==> src/rtl/i2c_master_intf.sv <==
// Byte-oriented open-drain I2C master for the MAX1238 readout path.
// Define I2C_CLK_STRETCH_EN to let a slave stall the bit by holding SCL low.
module i2c_master_intf #(
  parameter int CLK_FREQ = 40_000_000,
  parameter int SCL_FREQ = 100_000
) (
  input  logic        clk,
  input  logic        reset,
  output logic        scl_o,
  input  logic        scl_i,
  output logic        sda_o,
  input  logic        sda_i,
  input  logic        wr_flg,
  input  logic        rd_flg,
  input  logic [6:0]  adr,
  input  logic [31:0] wr_data,
  input  logic [2:0]  wr_bytes,
  input  logic [2:0]  rd_bytes,
  input  logic [3:0]  rd_channels,
  output logic [31:0] rd_data,
  output logic        rd_data_en,
  output logic        busy
);
  localparam int Q  = CLK_FREQ / (4 * SCL_FREQ);
  localparam int CW = (Q > 1) ? $clog2(Q) : 1;

  typedef enum logic [3:0] {
    IDLE, START, ADDR, ADDR_ACK, WR_BYTE, WR_ACK, RD_BYTE, RD_ACK, STOP
  } state_t;

  state_t        state;
  logic [CW-1:0] cnt;
  logic [1:0]    ph;
  logic [2:0]    bitn;
  logic [7:0]    sh;
  logic [31:0]   wbuf, acc;
  logic          rw, nack;
  logic [2:0]    wr_left, rd_len, rd_left;
  logic [3:0]    ch_left;
  logic          bit_st, stall, qend, last_rd;
  logic [2:0]    wn, rl;
  logic [3:0]    rc;

  assign bit_st = state inside {ADDR, ADDR_ACK, WR_BYTE, WR_ACK, RD_BYTE, RD_ACK};
`ifdef I2C_CLK_STRETCH_EN
  assign stall = bit_st && (ph == 2'd2) && !scl_i;
`else
  // Pure counter timing; scl_i is masked off so it never affects the bit.
  assign stall = 1'b0 & bit_st & ~scl_i;
`endif
  assign qend    = (cnt == CW'(Q - 1)) && !stall;
  assign wn      = (wr_bytes > 3'd4) ? 3'd4 : wr_bytes;
  assign rl      = (rd_bytes == 3'd0) ? 3'd1 : (rd_bytes > 3'd4) ? 3'd4 : rd_bytes;
  assign rc      = (rd_channels == 4'd0) ? 4'd1 : rd_channels;
  assign last_rd = (ch_left == 4'd1) && (rd_left == 3'd1);

  always_ff @(posedge clk) begin
    rd_data_en <= 1'b0;
    if (reset) begin
      state   <= IDLE;
      scl_o   <= 1'b1;
      sda_o   <= 1'b1;
      busy    <= 1'b0;
      rd_data <= '0;
      cnt     <= '0;
      ph      <= '0;
      bitn    <= '0;
      sh      <= '0;
      wbuf    <= '0;
      acc     <= '0;
      rw      <= 1'b0;
      nack    <= 1'b0;
      wr_left <= '0;
      rd_len  <= 3'd1;
      rd_left <= 3'd1;
      ch_left <= 4'd1;
    end else begin
      if (state != IDLE) begin
        if (qend) begin
          cnt <= '0;
          ph  <= ph + 2'd1;
        end else if (!stall) cnt <= cnt + 1'b1;
      end
      if (bit_st && qend && ph == 2'd1) scl_o <= 1'b1;
      // End of phase 2: SCL has been high for a full quarter, sample SDA.
      if (bit_st && qend && ph == 2'd2) begin
        if (state == RD_BYTE) sh <= {sh[6:0], sda_i};
        nack <= sda_i;
      end
      unique case (state)
        IDLE: begin
          busy  <= 1'b0;
          scl_o <= 1'b1;
          sda_o <= 1'b1;
          cnt   <= '0;
          ph    <= '0;
          if (wr_flg || rd_flg) begin
            state   <= START;
            rw      <= !wr_flg;
            sh      <= {adr, !wr_flg};
            wr_left <= wn;
            rd_len  <= rl;
            rd_left <= rl;
            ch_left <= rc;
            acc     <= '0;
            case (wn)
              3'd1:    wbuf <= wr_data << 24;
              3'd2:    wbuf <= wr_data << 16;
              3'd3:    wbuf <= wr_data << 8;
              default: wbuf <= wr_data;
            endcase
          end
        end
        START: begin
          busy <= 1'b1;
          if (qend && ph == 2'd0) sda_o <= 1'b0;
          if (qend && ph == 2'd2) begin
            scl_o <= 1'b0;
            sda_o <= sh[7];
            ph    <= '0;
            bitn  <= '0;
            state <= ADDR;
          end
        end
        ADDR, WR_BYTE: if (qend && ph == 2'd3) begin
          scl_o <= 1'b0;
          if (bitn == 3'd7) begin
            state <= (state == ADDR) ? ADDR_ACK : WR_ACK;
            sda_o <= 1'b1;
          end else begin
            bitn  <= bitn + 3'd1;
            sh    <= {sh[6:0], 1'b0};
            sda_o <= sh[6];
          end
        end
        ADDR_ACK, WR_ACK: if (qend && ph == 2'd3) begin
          scl_o <= 1'b0;
          bitn  <= '0;
          if (nack || (!rw && wr_left == 3'd0)) begin
            state <= STOP;
            sda_o <= 1'b0;
          end else if (rw) begin
            state <= RD_BYTE;
            sda_o <= 1'b1;
          end else begin
            state   <= WR_BYTE;
            sh      <= wbuf[31:24];
            sda_o   <= wbuf[31];
            wbuf    <= {wbuf[23:0], 8'h00};
            wr_left <= wr_left - 3'd1;
          end
        end
        RD_BYTE: if (qend && ph == 2'd3) begin
          scl_o <= 1'b0;
          if (bitn == 3'd7) begin
            state <= RD_ACK;
            acc   <= {acc[23:0], sh};
            sda_o <= last_rd;
          end else bitn <= bitn + 3'd1;
        end
        RD_ACK: if (qend && ph == 2'd3) begin
          scl_o <= 1'b0;
          bitn  <= '0;
          if (rd_left == 3'd1) begin
            rd_data    <= acc;
            rd_data_en <= 1'b1;
            acc        <= '0;
            rd_left    <= rd_len;
            ch_left    <= ch_left - 4'd1;
          end else rd_left <= rd_left - 3'd1;
          if (last_rd) begin
            state <= STOP;
            sda_o <= 1'b0;
          end else begin
            state <= RD_BYTE;
            sda_o <= 1'b1;
          end
        end
        STOP: begin
          if (qend && ph == 2'd1) scl_o <= 1'b1;
          if (qend && ph == 2'd3) begin
            sda_o <= 1'b1;
            state <= IDLE;
          end
        end
        default: state <= IDLE;
      endcase
    end
  end
endmodule

==> config.mk <==
export PLATFORM = sky130hd
export DESIGN_NAME = i2c_master_intf
export DESIGN_NICKNAME = d
export VERILOG_FILES = /design/src/rtl/i2c_master_intf.sv
export SDC_FILE = /design/constraint.sdc
export NUM_CORES = 1
export LEC_CHECK = 0
export CORE_MARGIN = 5
export CORE_UTILIZATION = 50
export DETAILED_ROUTE_END_ITERATION = 8
export PLACE_DENSITY = 0.73
export SLEW_MARGIN = 20
export SYNTH_ARGS = -nofsm -noshare
export SYNTH_HDL_FRONTEND = slang
export SYNTH_SLANG_ARGS = --single-unit
==> constraint.sdc <==
create_clock -name clk -period 3.3 [get_ports clk]
set_clock_uncertainty 0.1 [all_clocks]
set_input_delay 0.66 -clock clk [delete_from_list [all_inputs] [get_ports clk]]
set_output_delay 0.66 -clock clk [all_outputs]
set_load 0.03 [all_outputs]
**After elaboration in Yosys (flattened, before gate mapping)**

Cells that the tools add are included.

- Add/subtract/negate cells: 6
- $lt $le $gt $ge: 2
- Equality and inequality tests: 34
- Multiplexer cells: 82
- Bitwise logic cells: 2
- Reduce and logical (&&, ||, !) cells: 42

Operator list:

| operator | count |
|---|---|
| 32-bit 2-to-1 mux | 9 |
| 32-bit one-hot mux with 3 select lines | 2 |
| 8-bit 2-to-1 mux | 8 |
| 32-bit one-hot mux with 2 select lines | 1 |
| 4-bit 2-to-1 mux | 15 |
| 3-bit 2-to-1 mux | 15 |
| 4-bit one-hot mux with 7 select lines | 1 |
| 8-bit one-hot mux with 3 select lines | 1 |
| 2-bit != test (second input constant) | 9 |
| 1-bit 2-to-1 mux | 17 |
| 4-bit by 3-bit equality test with 1-bit output (second input constant) | 4 |
| 2-bit by 1-bit != test with 1-bit output (second input constant) | 6 |
| 3-bit one-hot mux with 2 select lines | 2 |
| 5-bit AND reduction | 2 |
| 1-bit logical AND | 9 |
| 3-bit one-hot mux with 3 select lines | 1 |
| 9-bit AND reduction | 1 |
| 3-bit OR reduction | 3 |
| 4-bit by 1-bit equality test with 1-bit output (second input constant) | 2 |
| 4-bit by 2-bit equality test with 1-bit output (second input constant) | 2 |
| 4-bit zero test | 2 |
| 2-bit 2-to-1 mux | 4 |
| 4-bit one-hot mux with 2 select lines | 1 |
| 8-bit AND reduction | 1 |
| 35 further kinds | 50 |

- Register bits after elaboration: 139
- Bits of input ports: 55
- Output and inout port bits: 36
- Word-level logic and storage cells: 186

**Depth between registers and ports, before layout**

- Depth after elaboration: 9
- Mapped depth: 9
- Depth with buffers taken out: 7

**Worst setup path after synthesis**

OpenSTA, ideal clock, no wires.

- Path type: register to register
- Start: register cnt[2]
- End: register acc[31]
- Library setup time: 0.067 ns
- Arrival time: 2.323 ns
- Setup slack: 0.810 ns
- Stages on the path, launching flop included: 7
- Buffers on the path: 1
- Period minus slack after synthesis: 2.490 ns
- Path through: dfxtp_1 > or4b_4 > or4_4 > a2111oi_4 > buf_6 > nand3_1 > a21oi_2

- Longest elaborated chain between the ends: 4
- Elaborated cells on any way between the ends: 5
- Classes of those cells: eq/ne: 3; reduce/logical: 2

Ends and longest elaborated chain:

| item | RTL line | text |
|---|---|---|
| from (decl) | 32 | `logic [CW-1:0] cnt;` |
| from (signal assigned) | 82 | `end else if (!stall) cnt <= cnt + 1'b1;` |
| 7-bit equality test (*) | 51 | `assign qend = (cnt == CW'(Q - 1)) && !stall;` |
| 1-bit logical AND (*) | 153, 161 |  |
| 2-bit by 1-bit != test with 1-bit output (no source line) | -- |  |
| 6-bit AND reduction (no source line) (*) | -- |  |
| to (signal assigned) | 157 | `acc <= {acc[23:0], sh};` |
| to (decl) | 36 | `logic [31:0] wbuf, acc;` |

Every way passes the cells marked *; elsewhere a longest branch is shown, timed or not.
A chain may end at the register's enable or synchronous reset.

**Worst setup path after layout**

- Start: register cnt[2]
- End: register acc[30]

The elaborated chain is that of the path after synthesis.

==> impl_metrics.yaml <==
final_layout:
  antenna_cells: 0
  ff_latch_area_sq_um: 2780
  multiInputGateArea_sq_um: 3730
  drive_gt1_share_pct: 9.50
  nNetsFinal: 994
  fillers: 1184
  synthToLayoutAreaGrowth_pct: 23.4
floorplan:
  coreArea_sq_um: 13700
  start_util_pct: 50.4
  fp.dieH_um: 128
  rows: 43
  dieArea_sq_um: 16300
  io_pins: 91
  fp.dieW_um: 128
placement:
  hpwl_mm: 12.6
  portBuffers: 89
  place_congestion: 0.923
clocking:
  cts_resized: 0
  cts_setup_buffers: 0
  cts-root-buf: "clkbuf_16"
  cts_tree: "yes"
  htreeDepth: 4
  worstSkewPairLatency_ns: 0.42
  cts.hold.buffers_added: 0
  cts_num_sinks: 139
  cts_buffers: 17
  clk_path_buf_depth: 2
  clkTransAtPathRegs_ns: 0.06
timing:
  setup_viol: 0
  period_share_pct: 84.0
  rsz0062_at_grt: "false"
  finalSetupTns_ns: 0
  slew_viol_final: 0
  slew-limit-headroom_pct: 25.6
  hold-worst-slack_ns: 0.350
  tightest_slew_ns: 1.11
  post-route-min-period_ns: 2.77
  timing.fmax_mhz: 361
  finalHoldViolations: 0
worst_setup_path:
  cp_top_family: "simple AND/OR/NAND/NOR gates"
  path_depth: 6
  crit_type: "flip-flop to flip-flop"
  r2r_end: "acc[30]"
  cp_max_fo: 32
  slowest_stage: "or4b_4"
  crit_arrival_ns: 3.01
  path_cells: "or4b_4 -> or4_4 -> a2111oi_4 -> buf_4 -> nand3_1 -> a21oi_1"
  worstSetupStartpoint: "cnt[2]"
  max_stage_delay_ns: 0.61
  critPathRequiredTime_ns: 3.54
  start_kind: "flip-flop"
  ff2ff_path_depth: 6
  critPathBufInv: 1
  r2r_start: "cnt[2]"
  r2r_slack_ns: 0.53
  crit_end: "acc[30]"
  cp-end-kind: "flip-flop"
yosys:
  netlist_instances: 857
  synth_top_area_share_pct: 40.3
  synth_commonest_cells: "dfxtp_1, nand2_1, a21oi_1, clkbuf_1, nor2_1"
  syn_nets: 925
  yosysWarnings: 0
  syn_area_sq_um: 6910
  synth_flop_cell: "dfxtp_1"
  syn-mean-instance-area_sq_um: 8.07
  synth-edff-count: 0
  ys_seq_elements: 139
  async_reset_ff_share_pct: 0
  synth_area_leader_cell: "dfxtp_1"
  synth.most_common_cell: "dfxtp_1"
  synth_cell_type_count: 66
  ys_top_cells_by_area: "dfxtp_1, a21oi_1, nand2_1"
  ys_seq_area_share_pct: 40.3
detailed_routing:
  drt_iter0_drc: 822
  post_drt_wl_per_cell_um: 17.0
  first_pass_iters: 5
  antenna_left: 0
  vias: 6758
  avgViaCountPerCell: 6.05
  drcViolationCount: 0
  drt_wl_total_mm: 19.0
global_routing:
  use_met3_pct: 5.52
  use_met1_pct: 31.3
  use_met2_pct: 37.1
  top_usage_layer: "met2"
  first_global_vias: 6337
  antenna_found_initial: 0
  grt_pass1_wl_mm: 31.3
  grt_usage_pct: 23.4
  grt-ovfl-total: 0
  grt_max_degree: 78
power:
  leakage_nw: 2.97
  power_density_nw_per_um2: 704
  ir_worst_vdd_mv: 0.540
run_status:
  status: "finished, final reports clean"
job:
  max-cap-violations: 0
hold_path:
  hold_path.class: "flip-flop to flip-flop"
worst register-to-register path: stages, from the launching register on:
cell	delay, ns
dfxtp_1	0.35
or4b_4	0.61
or4_4	0.56
a2111oi_4	0.36
buf_4	0.37
nand3_1	0.15
a21oi_1	0.19
stage by stage:
step | std cells | power [W] | setup WS, ns | area, sq um | utilization, %
3_3_place_gp | 1087 | 0.00399 | 0.406 | 7930 | 57.8
4_1_cts | 1117 | 0.00599 | 0.532 | 8530 | 62.2
2_1_floorplan | 857 | 0.00347 | 0.810 | 6910 | -
3_5_place_dp | 1087 | 0.00401 | 0.345 | 7930 | 57.8
5_1_grt | 1117 | 0.00633 | 0.410 | 8530 | 62.2
6_report | 1117 | 0.00601 | 0.527 | 8530 | 62.2
registers in the layout, summed over array words and instances (netlist names), 2 cells and up:
signal,count
sh,8
wr_left,3
bitn,3
cnt,7
state,4
wbuf,32
rd_len,3
ph,2
rd_left,3
ch_left,4
acc,32
rd_data,32
power by group:
group	internal, W	leakage, nW	total [W]	switching [W]
logic	0.000714	1.55	0.00195	0.00123
registers	0.00190	1.13	0.00208	0.000176
clock network	0.00126	0.286	0.00198	0.000728
layer usage:
layer | part of all wire (%) | wire, um | vias up
li1 | - | - | 3261
met1 | 44 | 8430 | 3193
met2 | 46 | 8840 | 276
met3 | 7.7 | 1460 | 28
met4 | 1.5 | 287 | 0
met5 | 0 | 0 | -
placed cells by master (no fill, tap or decap), types with 20 or more instances in the layout:
master and instances:
o21ai_0 42, inv_1 20, a21oi_1 124, clkdlybuf4s50_1 88, dfxtp_1 139, nand2_1 135
buf_4 31, nor2_1 50, nand3_1 41
cells by family (layout without fill, tap and decap cells):
logic type	after synthesis	count (layout)	share of synthesized area [%]
AO/OA/AOI/OAI	279	279	26.0
buffers and inverters	89	169	5.97
multiplexers	23	23	3.48
XOR/XNOR	8	8	1.01
flip-flops	139	139	40.3
adder cells (fa/ha/maj)	13	13	2.35
AND/OR/NAND/NOR	306	306	21.0
how the worst min path moves through the flow:
stage,from,slack [ns],cells past startpoint,endpoint
detailed placement,acc[29],0.34,2,rd_data[29]
CTS,acc[29],0.35,2,rd_data[29]
finish,acc[29],0.35,2,rd_data[29]
global placement,acc[28],0.34,2,acc[28]
floorplan,cnt[0],0.33,1,cnt[0]
global route,acc[27],0.36,2,acc[27]
layout make-up:
cell class | count | area share (%)
multi-input combinational | 629 | 43.7
sequential | 139 | 32.6
timing repair buffer | 119 | 13.1
clock buffer | 19 | 5.07
tap | 180 | 2.64
clock inverter | 11 | 1.99
inverter | 20 | 0.880
Note: power is estimated with default switching activity, not from simulation.
